[config.mk]
export PLATFORM = sky130hd
export DESIGN_NAME = skip_add_accum
export DESIGN_NICKNAME = d
export VERILOG_FILES = /design/src/rtl/skip_add_pkg.sv /design/src/rtl/skip_adder8.sv /design/src/rtl/skip_add_accum.sv
export SDC_FILE = /design/constraint.sdc
export NUM_CORES = 1
export LEC_CHECK = 0
export CAP_MARGIN = 20
export CORE_MARGIN = 2
export CORE_UTILIZATION = 51
export DETAILED_ROUTE_END_ITERATION = 10
export PLACE_DENSITY = 0.81
export SYNTH_ARGS = -nofsm -noshare
export SYNTH_HDL_FRONTEND = slang
export SYNTH_SLANG_ARGS = --single-unit
export TNS_END_PERCENT = 5
[constraint.sdc]
create_clock -name clk -period 8.5 [get_ports clk]
set_input_delay 1.7 -clock clk [delete_from_list [all_inputs] [get_ports clk]]
set_output_delay 1.7 -clock clk [all_outputs]
set_load 0.02 [all_outputs]
[src/rtl/skip_add_pkg.sv]
// Shared types and constants for the skip-adder accumulator.
// Holds the FSM state enum, data width and default parameters.
package skip_add_pkg;

  localparam int DATA_W    = 32;
  localparam int SETTLE_DF = 2;
  localparam int CNT_W_DF  = 8;

  typedef enum logic [1:0] {
    IDLE    = 2'd0,
    WAIT_IN = 2'd1,
    ADD     = 2'd2,
    DONE    = 2'd3
  } state_t;

endpackage

[src/rtl/skip_adder8.sv]
// 32-bit carry-skip adder built from four 8-bit ripple blocks.
// Ports: a, b, ci in; s (sum), co (carry-out) out.
module skip_adder8
  import skip_add_pkg::*;
(
  input  logic [DATA_W-1:0] a,
  input  logic [DATA_W-1:0] b,
  input  logic              ci,
  output logic [DATA_W-1:0] s,
  output logic              co
);

  logic [8:0] w_r;
  logic       w_p;
  logic       w_c;

  // A block whose bits all propagate passes its carry-in straight
  // through, bypassing the ripple path.
  always_comb begin
    w_c = ci;
    w_r = '0;
    w_p = 1'b0;
    s   = '0;
    for (int k = 0; k < DATA_W / 8; k++) begin
      w_r = {1'b0, a[8*k +: 8]}
          + {1'b0, b[8*k +: 8]}
          + 9'(w_c);
      w_p = &(a[8*k +: 8] ^ b[8*k +: 8]);
      s[8*k +: 8] = w_r[7:0];
      w_c = w_p ? w_c : w_r[8];
    end
    co = w_c;
  end

endmodule

[src/rtl/skip_add_accum.sv]
// Streaming accumulator around skip_adder8 with multicycle settle.
// Ports: start/len/init/cin_first job setup; in_* operand stream;
// out_* result handshake (sum, carry, ovf count); busy.
module skip_add_accum
  import skip_add_pkg::*;
#(
  parameter int SETTLE = SETTLE_DF,
  parameter int CNT_W  = CNT_W_DF
) (
  input  logic              clk,
  input  logic              rst,
  input  logic              start,
  input  logic [CNT_W-1:0]  len,
  input  logic [DATA_W-1:0] init,
  input  logic              cin_first,
  input  logic              in_valid,
  output logic              in_ready,
  input  logic [DATA_W-1:0] in_data,
  output logic              out_valid,
  input  logic              out_ready,
  output logic [DATA_W-1:0] out_sum,
  output logic              out_carry,
  output logic [CNT_W-1:0]  out_ovf_cnt,
  output logic              busy
);

  localparam int SW = (SETTLE > 1) ? $clog2(SETTLE) : 1;
  localparam logic [SW-1:0] SLOAD = SW'(SETTLE - 1);

  state_t            r_state;
  state_t            w_nxt;
  logic [DATA_W-1:0] r_acc;
  logic [DATA_W-1:0] r_opb;
  logic [CNT_W-1:0]  r_rem;
  logic [SW-1:0]     r_settle;
  logic [CNT_W-1:0]  r_ovf;
  logic              r_last_co;
  logic              r_ci_pend;
  logic [DATA_W-1:0] w_s;
  logic              w_co;

  // Adder inputs are registers only, so they stay frozen while
  // the skip chain settles.
  skip_adder8 u_add (
    .a  (r_acc),
    .b  (r_opb),
    .ci (r_ci_pend),
    .s  (w_s),
    .co (w_co)
  );

  always_comb begin
    w_nxt     = r_state;
    in_ready  = 1'b0;
    out_valid = 1'b0;
    busy      = 1'b1;
    unique case (r_state)
      IDLE: begin
        busy = 1'b0;
        if (start)
          w_nxt = (len == '0) ? DONE : WAIT_IN;
      end
      WAIT_IN: begin
        in_ready = 1'b1;
        if (in_valid)
          w_nxt = ADD;
      end
      ADD: begin
        if (r_settle == '0)
          w_nxt = (r_rem == CNT_W'(1)) ? DONE : WAIT_IN;
      end
      DONE: begin
        out_valid = 1'b1;
        if (out_ready)
          w_nxt = IDLE;
      end
      default: w_nxt = IDLE;
    endcase
  end

  always_ff @(posedge clk or posedge rst) begin
    if (rst) begin
      r_state   <= IDLE;
      r_acc     <= '0;
      r_opb     <= '0;
      r_rem     <= '0;
      r_settle  <= '0;
      r_ovf     <= '0;
      r_last_co <= 1'b0;
      r_ci_pend <= 1'b0;
    end else begin
      r_state <= w_nxt;
      unique case (r_state)
        IDLE: begin
          if (start) begin
            r_acc     <= init;
            r_rem     <= len;
            r_ovf     <= '0;
            r_last_co <= 1'b0;
            r_ci_pend <= cin_first;
          end
        end
        WAIT_IN: begin
          if (in_valid) begin
            r_opb    <= in_data;
            r_settle <= SLOAD;
          end
        end
        ADD: begin
          if (r_settle != '0) begin
            r_settle <= r_settle - SW'(1);
          end else begin
            r_acc     <= w_s;
            r_last_co <= w_co;
            r_ci_pend <= 1'b0;
            r_rem     <= r_rem - CNT_W'(1);
            if (w_co && (r_ovf != '1))
              r_ovf <= r_ovf + CNT_W'(1);
          end
        end
        default: ;
      endcase
    end
  end

  assign out_sum     = r_acc;
  assign out_carry   = r_last_co;
  assign out_ovf_cnt = r_ovf;

endmodule

==> qor.txt <==
status: finished clean
Hold Crit Depth: 2
slowest CP cell: fa_1
reg2reg setup slack: 1630 ps
core area: 10,180 um^2
initial detailed-routing violation count: 186
PortBufs: 121
H-tree depth: 3
Routed WL: 13.59 mm
DR vias: 4,634
largest area contributor in the netlist: dfrtp_1
Critical Path Max Stage Delay: 450 ps
Global Route Usage Sum: 25.53%
cts hold-fix bufs: 0
Unique masters post-synth: 49
crit path from: out_sum[0]
clock-pin slew on the worst setup and hold paths: 90 ps
post-synthesis cell area: 5269 um^2
Clk Latency, worst-skew pair: 360 ps
Logic pwr share: 62.7%
total gr overflow: 0
cell count after synthesis: 553
Worst Skew: 13.98 ps
root buffer cell: clkbuf_8
max-cap check violation count: 0
Synth Register Bits: 85
path type of the worst setup path: flop to flop
I/O pins: 122
drc violations: 0
Clock power frac: 11.1%
HP Start: r_settle
Hold Crit Endpoint: r_settle
Internal: 0.001620 W
Worst R2R Path Depth: 29
n_diodes: 0
max-slew violations: 0
Final #Nets: 789
Crit path arrival time: 7100 ps
Max VDD drop: 0.0002280 V
post-synth top area share: 40.37%
DP HPWL: 9.801 mm
Placed Area: 6608 um^2
TritonCTS buffer count: 9
share of cells above drive strength 1: 10.85%
CP Launch Type: flop
Rows: 37
CP Capture Type: flop
synth cell count leaders: 85 x dfrtp_1, 54 x nand2_1, 46 x a21oi_1, 46 x o21ai_0, 39 x nor2_1
Critical Path RT: 8730 ps
first-pass GRT wire length: 22.98 mm
prevailing post-synth register cell: dfrtp_1
Post-synth EDFFs: 0
TNS Setup: 0 ps
largest net degree at the start of global routing: 86
register area share after synthesis: 40.37%
Max Fclk: 145.6 MHz
Top cell by count, worst path: fa_1
Net Switching: 0.001355 W
chip height: 105.6 um
Crit Reg-Reg Endpoint: out_ovf_cnt[6]
Vias/cell: 5.728
post-route ant nets: 0
Tightest Pin Transition: 964.0 ps
number of gates resized after cts: 0
Tcrit/Tclk final: 80.82%
die width: 105.6 um
sequential cell fraction of total power: 26.2%
RSZ-0062 raised after global routing: no
worst reg2reg startpoint: out_sum[0]
Post-CTS Setup Bufs: 0
post-route cell area: 6869 um^2
asr flop ratio synth: 100.0%
dominant cells by area after synthesis: dfrtp_1 40%, ha_1 8.3%, mux2_2 6.8%
Die ar.: 11,160 um^2
# clock sinks: 85
drt pass-1 iters: 5
vias in the first global route: 4,855
placer congestion estimate: 0.9076
Longest Clk Path Bufs: 2
initial antenna violation count: 0
Slew headroom: 35.50%
Final min period: 6870 ps
Leak Pwr: 2.934 nW
TritonCTS clock tree: done
final setup violating endpoints: 0
most frequent cell after synthesis: dfrtp_1
PwrDens: 433.2 nW/um^2
switch share: 45.54%
Synth Warn #: 0
post-DR wirelength/cell: 16.80 um
area grow syn2layout: 30.37%
Initial Util: 51.73%
Syn Area/Cell: 9.528 um^2
worst min-delay path category: flop to flop
final hold viol count: 0
syn nets: 674
crit-path max FO: 8
cell families after synthesis:
logic type / after synthesis / share of synthesized area (%)
buffers and inverters: 48 / 3.491
XOR/XNOR: 20 / 3.325
AO/OA/AOI/OAI: 144 / 16.31
AND/OR/NAND/NOR: 169 / 15.36
adder cells (fa/ha/maj): 43 / 11.35
multiplexers: 44 / 9.784
flip-flops: 85 / 40.37
cells in the final DEF (no fill, tap or decap), drive strengths merged, types with 4 or more instances in the layout:
cell type / count
a211oi: 8
a21boi: 4
a21o: 4
a21oi: 47
a31oi: 9
and3: 7
buf: 7
clkbuf: 11
clkdlybuf4s50: 121
clkinv: 4
dfrtp: 85
fa: 8
ha: 35
inv: 23
mux2: 39
mux2i: 5
nand2: 54
nand2b: 8
nand3: 15
nand4: 7
nor2: 39
nor2b: 6
nor3: 15
o21ai: 48
o22ai: 11
or3: 9
xnor2: 14
xor2: 6
critical path: cells and delay by family (launching register included):
family / cells / cell delay (ps)
muxes: 1 / 330
AOI/OAI and AO/OA: 10 / 2150
adders and majority gates: 8 / 2680
DFF: 1 / 380
and+or+nand+nor: 7 / 930
buffers and inverters: 3 / 260
power groups by stage:
| stage | Combinational (W) | Clock (W) | Sequential, W |
|---|---|---|---|
| 4_1_cts | 0.00186 | 0.000335 | 0.000778 |
| 3_5_place_dp | 0.00184 | 0 | 0.000786 |
| 2_1_floorplan | 0.00124 | 0 | 0.000826 |
| 6_report | 0.00187 | 0.000331 | 0.000780 |
| 5_1_grt | 0.00208 | 0.000356 | 0.000808 |
| 3_3_place_gp | 0.00177 | 0 | 0.000774 |
metrics by stage:
stage          util (%)  hold WS [ps]  total power [W]  instances  worst slack [ps]
3_5_place_dp      64.88         479.0         0.002621        792              1718
4_1_cts           67.17         500.3         0.002972        808              1635
3_3_place_gp      64.88         459.3         0.002545        792              2039
2_1_floorplan         -         447.3         0.002071        553              2268
6_report          67.44         494.6         0.002976        809              1630
5_1_grt           67.44         515.9         0.003239        809              1167
worst max path at each step:
stage | to | slack [ps] | depth (start not counted)
after floorplan | out_ovf_cnt[4] | 2270 | 29
after global placement | out_ovf_cnt[4] | 2040 | 29
after detailed placement | out_ovf_cnt[3] | 1720 | 29
after CTS | out_ovf_cnt[6] | 1630 | 29
after global routing | out_ovf_cnt[6] | 1170 | 29
final | out_ovf_cnt[6] | 1630 | 29
flip-flops by register name, indices dropped and copies added (netlist names):
register     flops
r_ci_pend        1
out_carry        1
out_ovf_cnt      8
r_opb           32
r_rem            8
r_state          2
out_sum         32
r_settle         1
cell type report:
class	count	area, um^2
Sequential cell	85	2127
Inverter	24	91.34
Clock inverter	5	82.58
Timing Repair Buffer	128	1284
Clock buffer	11	151.4
Fill cell	821	3316
Multi-Input combinational cell	420	2963
Tap cell	136	170.2
metal layers:
metal / vias to the layer above / share of wire [%] / global-route usage, %
met3: 41 / 5.2 / 3.525
met2: 167 / 49 / 41.75
li1: 2193 / - / -
met4: 0 / 3.6 / 12.22
met1: 2233 / 43 / 33.49
met5: - / 0 / 0
(Power assumes the default switching activity.)
